==> config.mk <==
export PLATFORM = sky130hd
export DESIGN_NAME = spi_tx_ctrl
export DESIGN_NICKNAME = d
export VERILOG_FILES = /design/src/rtl/spi_tx_ctrl.sv
export SDC_FILE = /design/constraint.sdc
export NUM_CORES = 1
export LEC_CHECK = 0
export ABC_AREA = 0
export CORE_ASPECT_RATIO = 1.75
export CORE_MARGIN = 1
export CORE_UTILIZATION = 29
export CTS_CLUSTER_SIZE = 14
export DETAILED_ROUTE_END_ITERATION = 7
export DONT_BUFFER_PORTS = 1
export GPL_TIMING_DRIVEN = 0
export REMOVE_ABC_BUFFERS = 1
export SYNTH_ARGS = -nofsm -noshare
export SYNTH_HDL_FRONTEND = slang
export SYNTH_SLANG_ARGS = --single-unit
==> constraint.sdc <==
create_clock -name clk -period 4.8 [get_ports clk]
set_input_delay 0.24 -clock clk [delete_from_list [all_inputs] [get_ports clk]]
set_output_delay 0.24 -clock clk [all_outputs]
set_load 0.005 [all_outputs]
==> src/rtl/spi_tx_ctrl.sv <==
// SPI mode-0 transmit sequencer: drives chip select, serial clock and the
// load/shift strobes of an external parallel-in/serial-out shift register.
module spi_tx_ctrl #(
    parameter int WIDTH    = 9,
    parameter int CLK_DIV  = 4,
    parameter int CS_SETUP = 2
) (
    input  logic clk,
    input  logic reset,
    input  logic start,
    output logic piso_load,
    output logic piso_shift,
    output logic sclk,
    output logic cs_n,
    output logic busy,
    output logic done
);

    localparam int BIT_W = $clog2(WIDTH + 1);
    localparam logic [BIT_W-1:0] BIT_LAST   = BIT_W'(WIDTH - 1);
    localparam logic [BIT_W-1:0] BIT_ONE    = BIT_W'(1);
    localparam logic [7:0]       DIV_LAST   = 8'(CLK_DIV - 1);
    localparam logic [7:0]       SETUP_LAST = 8'(CS_SETUP - 1);

    typedef enum logic [2:0] {
        IDLE,
        LOAD,
        SETUP,
        SCK_LO,
        SCK_HI,
        DONE
    } state_t;

    state_t           state, state_next;
    logic [7:0]       div_cnt, div_next;
    logic [BIT_W-1:0] bit_cnt, bit_next;
    logic             load_next, shift_next, sclk_next, cs_n_next, busy_next, done_next;

    // The divider counts cycles within the current phase and restarts at 0 on
    // every phase change; the bit counter counts completed SCLK high phases.
    always_comb begin
        state_next = state;
        div_next   = div_cnt;
        bit_next   = bit_cnt;
        case (state)
            IDLE: begin
                div_next = '0;
                bit_next = '0;
                if (start) state_next = LOAD;
            end
            LOAD: begin
                div_next   = '0;
                state_next = SETUP;
            end
            SETUP: begin
                if (div_cnt == SETUP_LAST) begin
                    div_next   = '0;
                    state_next = SCK_LO;
                end else begin
                    div_next = div_cnt + 8'd1;
                end
            end
            SCK_LO: begin
                if (div_cnt == DIV_LAST) begin
                    div_next   = '0;
                    state_next = SCK_HI;
                end else begin
                    div_next = div_cnt + 8'd1;
                end
            end
            SCK_HI: begin
                if (div_cnt == DIV_LAST) begin
                    div_next   = '0;
                    bit_next   = bit_cnt + BIT_ONE;
                    state_next = (bit_cnt == BIT_LAST) ? DONE : SCK_LO;
                end else begin
                    div_next = div_cnt + 8'd1;
                end
            end
            DONE: begin
                div_next   = '0;
                bit_next   = '0;
                state_next = IDLE;
            end
            default: begin
                div_next   = '0;
                bit_next   = '0;
                state_next = IDLE;
            end
        endcase
    end

    // Outputs are decoded from the next state so that, once registered, they
    // line up exactly with the state they describe. The final bit gets no
    // shift: the register already holds the last bit and is reloaded next frame.
    always_comb begin
        load_next  = (state_next == LOAD);
        sclk_next  = (state_next == SCK_HI);
        shift_next = (state_next == SCK_HI) && (div_next == DIV_LAST) && (bit_next != BIT_LAST);
        cs_n_next  = (state_next == IDLE) || (state_next == DONE);
        busy_next  = (state_next != IDLE);
        done_next  = (state_next == DONE);
    end

    always_ff @(posedge clk) begin
        if (reset) begin
            state      <= IDLE;
            div_cnt    <= '0;
            bit_cnt    <= '0;
            piso_load  <= 1'b0;
            piso_shift <= 1'b0;
            sclk       <= 1'b0;
            cs_n       <= 1'b1;
            busy       <= 1'b0;
            done       <= 1'b0;
        end else begin
            state      <= state_next;
            div_cnt    <= div_next;
            bit_cnt    <= bit_next;
            piso_load  <= load_next;
            piso_shift <= shift_next;
            sclk       <= sclk_next;
            cs_n       <= cs_n_next;
            busy       <= busy_next;
            done       <= done_next;
        end
    end

endmodule
==> flow_summary.yaml, run 1 <==
critical_path:
  end_kind: "register"
  rrSetupSlack_ps: 2560
  critPathKind: "reg -> reg"
  crit_required_ps: 4960
  cp-start-kind: "register"
  r2r_cells: 6
  arrival_ps: 2400
  worstPathMaxFanout: 7
die:
  fp.dieH_um: 85.1
  placementRows: 29
  pin_count: 9
  start_util_pct: 30.9
  die-area_mm2: 0.00421
  core_area_mm2: 0.00370
  dieWidth_um: 49.5
clock_tree:
  cts-hold-fix-buffers: 0
  numCtsBuffers: 3
  ctsResizeCount: 0
  path_clk_slew_ps: 80
  cts_setup_buffers: 0
  root_buffer: "clkbuf_8"
  cts_max_level: 1
  cts_num_sinks: 21
  cts.path.max_buffers: 2
  cts_tree: "yes"
  clk-insertion-delay-late_ps: 270
placed_design:
  post_dp_cell_area_mm2: 0.00119
  numPortBuffers: 0
  place_inst: 174
  dp_hpwl_um: 1830
  pre_cts_slack_ps: 2580
  place.gp.congestion: 0.827
logic_synthesis:
  avgSynthCellArea_um2: 8.80
  yosys.cell_types.count: 37
  syn_area_mm2: 0.00114
  ys.flop_type: "dfxtp_1"
  syn_inst: 130
  synth_warnings: 0
  async_flop_share_pct: 0
  ys_seq_elements: 21
  seq_area_frac_synth_pct: 36.8
  synth_edf_count: 0
timing:
  tightest_slew_ps: 472
  timing.fmax_mhz: 446
  rsz0062_at_grt: "no"
  setup_ws_ps: 2560
  hold_viol: 0
  setup-tns-final_ps: 0
  whs_ps: 27.5
  min_period_over_period_pct: 46.7
  worst_clock_skew_ps: 8.05
  max-slew-margin-rel_pct: 68.4
  min_period_ps: 2240
  slew_viol_final: 0
  setup_viol: 0
status:
  status: "complete, no violations"
detailed_routing:
  wl_um: 2350
  drc: 0
  drt_iter0_drc: 51
  avgRoutedWirePerCell_um: 13.2
  viasPerCell: 5.06
  vias: 900
  first_pass_iters: 4
  ant_nets: 0
finish:
  post-route-util_pct: 33.3
  instances_no_fill: 178
  nNetsFinal: 140
  synthToLayoutAreaGrowth_pct: 7.77
  n_fill_cell: 400
  multi_input_area_um2: 678
  seq_area_um2: 420
  final_area_mm2: 0.00123
  antennaDiodeCount: 0
  drive_gt1_share_pct: 10.6
grt:
  grt_max_degree: 13
  antenna_found_initial: 0
  grt_use_total_pct: 12.7
  overflow: 0
  grt_pass1_wl_um: 4160
  grt_pass1_vias: 930
power:
  total_power_uw: 325
  vdd_drop_max_uv: 156
  p_leak_nw: 0.459
  power.density_mw_per_mm2: 263
hold_path:
  min_path_type: "in -> reg"
  whs_path_depth: 1
job:
  max-cap-violations: 0
worst paths after layout:
| kind | startpoint | end |
|---|---|---|
| worst max-delay path | div_cnt[0] | piso_shift |
| worst min-delay path | reset | state[1] |
| worst max register to register | div_cnt[0] | piso_shift |
| worst min register to register | div_cnt[0] | div_cnt[0] |
synthesized netlist by cell type, types with 2 or more instances:
library cell	n	area share, %
dfxtp_1	21	37
nor2_1	18	5.9
a21oi_1	10	4.4
nand3_1	9	3.9
inv_1	8	2.6
nand2_1	8	2.6
xor2_1	5	3.8
ha_1	4	4.4
nor2b_1	4	2.2
xnor2_1	4	3.1
and2_1	3	1.6
and3_1	3	1.6
nand2b_1	3	1.6
nor3_1	3	1.3
o21ai_0	3	1.3
mux2i_1	2	1.8
nor3b_1	2	1.3
sequential cells by signal, indices dropped and copies added (netlist names):
name        count
cs_n            1
piso_shift      1
busy            1
state           3
done            1
sclk            1
div_cnt         8
piso_load       1
bit_cnt         4
cells in the final DEF, fill, tap and decap left out, types with 3 or more instances in the layout:
master / n
and2_1: 3
dfxtp_1: 21
and3_1: 3
nor3_1: 3
xor2_1: 5
nor2_1: 18
inv_1: 8
ha_1: 4
o21ai_0: 3
xnor2_1: 4
nand3_1: 9
clkbuf_8: 3
nand2_1: 8
nand2b_1: 3
nor2b_1: 4
a21oi_1: 10
area by class of cell:
type	instances	share of cell area, %
tap	46	4.67
clock buffer	3	3.35
multi-input combinational	99	55.0
inverter	8	2.44
sequential	21	34.1
clock inverter	1	0.406
power by group:
part	switching, mW	internal, mW	total [mW]
sequential	0.00528	0.178	0.184
combinational	0.0141	0.00887	0.0230
clock	0.0599	0.0580	0.118
total	0.0793	0.245	0.325
kinds of logic (layout without fill, tap and decap cells):
group	Yosys count	count (layout)	synth area share [%]
AO/OA/AOI/OAI	23	23	15.8
XOR/XNOR	9	9	6.89
adder cells (fa/ha/maj)	4	4	4.38
buffers and inverters	10	12	3.94
flip-flops	21	21	36.8
multiplexers	2	2	1.75
AND/OR/NAND/NOR	61	61	30.5
per-layer routing:
layer | wire, um | track usage (%) | part of all wire (%) | vias to the layer above
li1 | - | - | - | 456
met1 | 950 | 13.5 | 40 | 434
met2 | 1310 | 23.8 | 56 | 6
met3 | 31 | 1.79 | 1.3 | 4
met4 | 55 | 5.71 | 2.3 | 0
met5 | 0 | 0 | 0 | -
worst max-delay path: stages, from the launching register on:
cell	delay, ps
dfxtp_1	450
ha_1	360
nor4b_4	400
and2_1	270
nand3_1	120
mux2i_1	170
a2111oi_2	360
(Power assumes the default switching activity.)
==> run 2, diff against run 1 <==
==> constraint.sdc (replaced) <==
create_clock -name clk -period 2.32 [get_ports clk]
set_input_delay 0.116 -clock clk [delete_from_list [all_inputs] [get_ports clk]]
set_output_delay 0.116 -clock clk [all_outputs]
set_load 0.005 [all_outputs]
==> run 2 against run 1 <==
  * Power increased by 110%
  * Critical endpoint unchanged
  * Sequential share of layout area fell by 0.48 points
  * Non-clock buffer count rose by 2
  * Highest routed layer unchanged
  * Critical path type unchanged
==> flow_summary.yaml, run 2 (synthesis results as in run 1) <==
status:
  status: "complete, no violations"
critical_path:
  slowest_stage: "dfxtp_1"
  critPathKind: "reg -> reg"
  path_cells: "ha_2 > nor4b_4 > and2_1 > nand3_1 > mux2i_1 > a2111oi_2"
  cp-start-kind: "register"
  worstPathMaxFanout: 6
  arrival_ps: 2280
  end_kind: "register"
  crit_required_ps: 2480
  slowest_delay_ps: 410
finish:
  synthToLayoutAreaGrowth_pct: 9.63
  nNetsFinal: 142
  largestRegisters: "div_cnt (8), bit_cnt (4), state (3)"
  largest_register_ffs: 8
  n_fill_cell: 402
  regMostFlops: "div_cnt"
  mostFrequentLayoutCell: "dfxtp_1"
  antennaDiodeCount: 0
  seq_area_um2: 422
  drive_gt1_share_pct: 12.7
  mostFrequentLayoutCells: "dfxtp_1, nor2_1, a21oi_1, nand3_1"
  multi_input_area_um2: 681
placed_design:
  dp_hpwl_um: 1830
  place.gp.congestion: 0.827
  numPortBuffers: 0
hold_path:
  min_path_type: "in -> reg"
grt:
  grt_pass1_vias: 931
  grt_use_total_pct: 12.7
  grt_pass1_wl_um: 4200
  overflow: 0
  grt_max_degree: 13
  antenna_found_initial: 0
power:
  clock_power_share_pct: 36.1
  p_leak_nw: 0.466
  vdd_drop_max_uv: 324
  power_frac_seq_pct: 56.4
  power.density_mw_per_mm2: 538
  total_power_uw: 674
  p_int_uw: 509
  comb_power_share_pct: 7.5
  p_sw_uw: 165
  swShare_pct: 24.5
timing:
  tightest_slew_ps: 466
  hold_viol: 0
  min_period_over_period_pct: 91.2
  setup-tns-final_ps: 0
  min_period_ps: 2120
  whs_ps: 101
  rsz0062_at_grt: "no"
  worst_clock_skew_ps: 7.28
  slew_viol_final: 0
  timing.fmax_mhz: 472
  setup_viol: 0
  max-slew-margin-rel_pct: 68.8
clock_tree:
  path_clk_slew_ps: 80
  cts_tree: "yes"
  cts_max_level: 1
  root_buffer: "clkbuf_8"
  cts.path.max_buffers: 2
  clk-insertion-delay-late_ps: 270
  numCtsBuffers: 3
  cts_num_sinks: 21
die:
  start_util_pct: 30.9
  die-area_mm2: 0.00421
  fp.dieH_um: 85.1
  core_area_mm2: 0.00370
  pin_count: 9
  placementRows: 29
  dieWidth_um: 49.5
job:
  max-cap-violations: 0
detailed_routing:
  wl_um: 2370
  ant_nets: 0
  drc: 0
  viasPerCell: 5.04
  vias: 907
  first_pass_iters: 4
  avgRoutedWirePerCell_um: 13.2
  drt_iter0_drc: 39
## run 2: changes by cell type in the layout (fill, tap and decap cells not counted), sizes merged
cell	change
dlygate4sd3	+1
buf	+1
## run 2: worst max-delay path: cells and delay by family (launching register included)
kind	cells	cell delay, ps
AOI/OAI and AO/OA	1	360
muxes	1	170
and+or+nand+nor	3	770
adders and majority gates	1	290
DFF	1	410
## run 2: final timing paths
path / startpoint / endpoint / slack, ps / cells past startpoint
worst max-delay path: div_cnt[1] / piso_shift / 200 / 6
worst max register to register: div_cnt[1] / piso_shift / 200 / 6
worst min-delay path: reset / bit_cnt[0] / 100 / 2
worst min register to register: div_cnt[0] / div_cnt[0] / 490 / 1
## run 2: cell type report
type	instances	share of cell area [%]
sequential	21	33.6
clock inverter	1	0.399
tap	46	4.59
inverter	8	2.40
clock buffer	3	3.29
timing repair buffer	2	1.40
multi-input combinational	99	54.3
## run 2: through the flow
| stage | std cells | cell area [um^2] | worst slack (ps) | utilization (%) |
|---|---|---|---|---|
| 6_report | 180 | 1250 | 203 | 33.9 |
| 3_3_place_gp | 174 | 1190 | 122 | 32.0 |
| 5_1_grt | 180 | 1250 | 18.6 | 33.9 |
| 2_1_floorplan | 128 | 1130 | 450 | - |
| 4_1_cts | 179 | 1240 | 71.2 | 33.6 |
| 3_5_place_dp | 174 | 1190 | 96.9 | 32.0 |
## run 2: power groups by stage
stage,Clock (mW),Combinational (mW),Sequential [mW]
global placement,0,0.0475,0.388
floorplan,0,0.0395,0.385
finish,0.243,0.0504,0.380
detailed placement,0,0.0482,0.388
CTS,0.252,0.0510,0.380
global route,0.264,0.0553,0.382
## run 2: layer usage
layer	global-route usage, %	up-vias	routed length (um)
met3	1.79	4	59
met1	14.0	432	930
met4	5.71	0	55
met5	0	-	0
met2	23.5	12	1320
li1	-	459	-
## run 2: timing repair
action                                  in CTS  in global routing
hold buffers                                 1                  0
setup buffers                                0                  1
resized for setup                            0                  2
hold endpoints to repair                     7                  0
endpoints found under the setup margin       0                  4
==> run 3, diff against run 2 <==
--- a/config.mk
+++ b/config.mk
@@ -6,13 +6,13 @@
 export NUM_CORES = 1
 export LEC_CHECK = 0
 export ABC_AREA = 0
-export CORE_ASPECT_RATIO = 1.75
 export CORE_MARGIN = 1
-export CORE_UTILIZATION = 29
+export CORE_UTILIZATION = 55
 export CTS_CLUSTER_SIZE = 14
 export DETAILED_ROUTE_END_ITERATION = 7
 export DONT_BUFFER_PORTS = 1
 export GPL_TIMING_DRIVEN = 0
+export PLACE_DENSITY = 0.7
 export REMOVE_ABC_BUFFERS = 1
 export SYNTH_ARGS = -nofsm -noshare
 export SYNTH_HDL_FRONTEND = slang
==> run 3 against run 2 <==
  * The flow now finishes with violations (design-rule violations)
  * Sequential share of layout area rose by 1.1 points
  * Cell count fell by 11%
  * Fmax up 2.8%
  * Global-route usage is 8.6 points higher
  * Flip-flop and latch count is the same
  * Utilization increased by 28 points
  * Clock skew up 1.3 ps
  * Routed wire length down 9.8%
  * Power shrank 10%
  * Critical endpoint unchanged
  * Largest cell class unchanged
==> flow_summary.yaml, run 3 (synthesis results as in run 1) <==
clock_tree:
  clk-insertion-delay-late_ps: 310
  path_clk_slew_ps: 120
  cts_max_level: 1
  cts_tree: "yes"
  root_buffer: "clkbuf_4"
  numCtsBuffers: 3
  cts.path.max_buffers: 2
  cts_num_sinks: 21
detailed_routing:
  first_pass_iters: 6
  wl_um: 2140
  drt_iter0_drc: 15
  drc: 1
  ant_nets: 0
  avgRoutedWirePerCell_um: 13.3
  viasPerCell: 5.55
  vias: 894
critical_path:
  worstPathMaxFanout: 7
  r2r_cells: 6
  cp-start-kind: "register"
  timing.rr.start: "div_cnt[0]"
  crit_required_ps: 2530
  end_kind: "register"
  arrival_ps: 2270
  critPathKind: "reg -> reg"
  reg2reg_to: "piso_shift"
  rrSetupSlack_ps: 260
power:
  comb_power_share_pct: 8.3
  vdd_drop_max_uv: 402
  power.density_mw_per_mm2: 500
  total_power_uw: 606
  swShare_pct: 25.2
  p_leak_nw: 0.458
  p_sw_uw: 152
  p_int_uw: 453
  clock_power_share_pct: 29.0
  power_frac_seq_pct: 62.7
placed_design:
  numPortBuffers: 0
  place.gp.congestion: 0.851
  place_inst: 155
  dp_hpwl_um: 1620
grt:
  grt_use_total_pct: 21.3
  antenna_found_initial: 0
  grt_pass1_vias: 771
  overflow: 0
  grt_pass1_wl_um: 3330
  grt_max_degree: 13
finish:
  antennaDiodeCount: 0
  post-route-util_pct: 61.7
  mostFrequentLayoutCells: "dfxtp_1, nor2_1, a21oi_1, nand3_1"
  regMostFlops: "div_cnt"
  synthToLayoutAreaGrowth_pct: 5.80
  instances_no_fill: 161
  nNetsFinal: 142
  drive_gt1_share_pct: 11.9
  n_fill_cell: 196
  mostFrequentLayoutCell: "dfxtp_1"
  largest_register_ffs: 8
  largestRegisters: "div_cnt (8), bit_cnt (4), state (3)"
die:
  dieWidth_um: 47.6
  start_util_pct: 58.3
  placementRows: 16
  fp.dieH_um: 47.6
  pin_count: 9
  core_area_mm2: 0.00196
  die-area_mm2: 0.00227
hold_path:
  min_path_type: "in -> reg"
  holdPathEnd: "bit_cnt[0]"
  hp-start: "reset"
  whs_path_depth: 2
timing:
  tightest_slew_ps: 462
  min_period_ps: 2060
  whs_ps: 57.1
  hold_viol: 0
  timing.fmax_mhz: 486
  min_period_over_period_pct: 88.7
  worst_clock_skew_ps: 8.53
  setup_viol: 0
  max-slew-margin-rel_pct: 69.0
  setup-tns-final_ps: 0
  rsz0062_at_grt: "no"
  slew_viol_final: 0
job:
  max-cap-violations: 0
status:
  violations: "design-rule violations"
  status: "complete, but fails checks"
## run 3: critical path: stages (launching register included)
cell and delay (ps):
dfxtp_1 470, ha_2 300, nor4b_4 280, and2_1 250, nand3_1 130, mux2i_1 180, a2111oi_2 360
## run 3: how the worst max path moves through the flow
stage                     startpoint         end  slack (ps)
after detailed placement  div_cnt[0]  piso_shift          80
after floorplan           div_cnt[0]  piso_shift         450
after global routing      div_cnt[0]  piso_shift          50
final                     div_cnt[0]  piso_shift         260
after CTS                 div_cnt[0]  piso_shift          50
after global placement    div_cnt[0]  piso_shift         140
## run 3: timing repair
| action | in CTS | in global routing |
|---|---|---|
| gates resized for setup | 0 | 1 |
| buffers inserted | 0 | 1 |
| hold buffers | 1 | 0 |
| setup endpoints to repair | 0 | 1 |
| endpoints found under the hold margin | 8 | 0 |
## run 3: power by group through the flow
| stage | Clock (mW) | Sequential (mW) | Combinational (mW) |
|---|---|---|---|
| floorplan | 0 | 0.385 | 0.0395 |
| global placement | 0 | 0.388 | 0.0458 |
| detailed placement | 0 | 0.388 | 0.0472 |
| CTS | 0.179 | 0.380 | 0.0502 |
| global route | 0.198 | 0.382 | 0.0560 |
| finish | 0.176 | 0.380 | 0.0501 |
## run 3: area by class of cell
| class | count | area (um^2) | share of cell area [%] |
|---|---|---|---|
| clock inverter | 1 | 5.00 | 0.414 |
| sequential | 21 | 420 | 34.7 |
| tap | 27 | 33.8 | 2.79 |
| timing repair buffer | 2 | 17.5 | 1.45 |
| multi-input combinational | 99 | 681 | 56.3 |
| inverter | 8 | 30.0 | 2.48 |
| clock buffer | 3 | 22.5 | 1.86 |
## run 3: per-layer routing
layer | up-vias | track usage [%] | routed length [um]
li1 | 457 | - | -
met1 | 420 | 24.0 | 1000
met2 | 13 | 38.9 | 1040
met3 | 4 | 3.40 | 52
met4 | 0 | 10.0 | 40
met5 | - | 0 | 0
## run 3: per-stage QoR
stage / cell area [um^2] / setup slack, ps
after global routing: 1210 / 47.6
after CTS: 1200 / 52.6
after global placement: 1160 / 138
after floorplan: 1130 / 450
final: 1210 / 262
after detailed placement: 1160 / 82.9
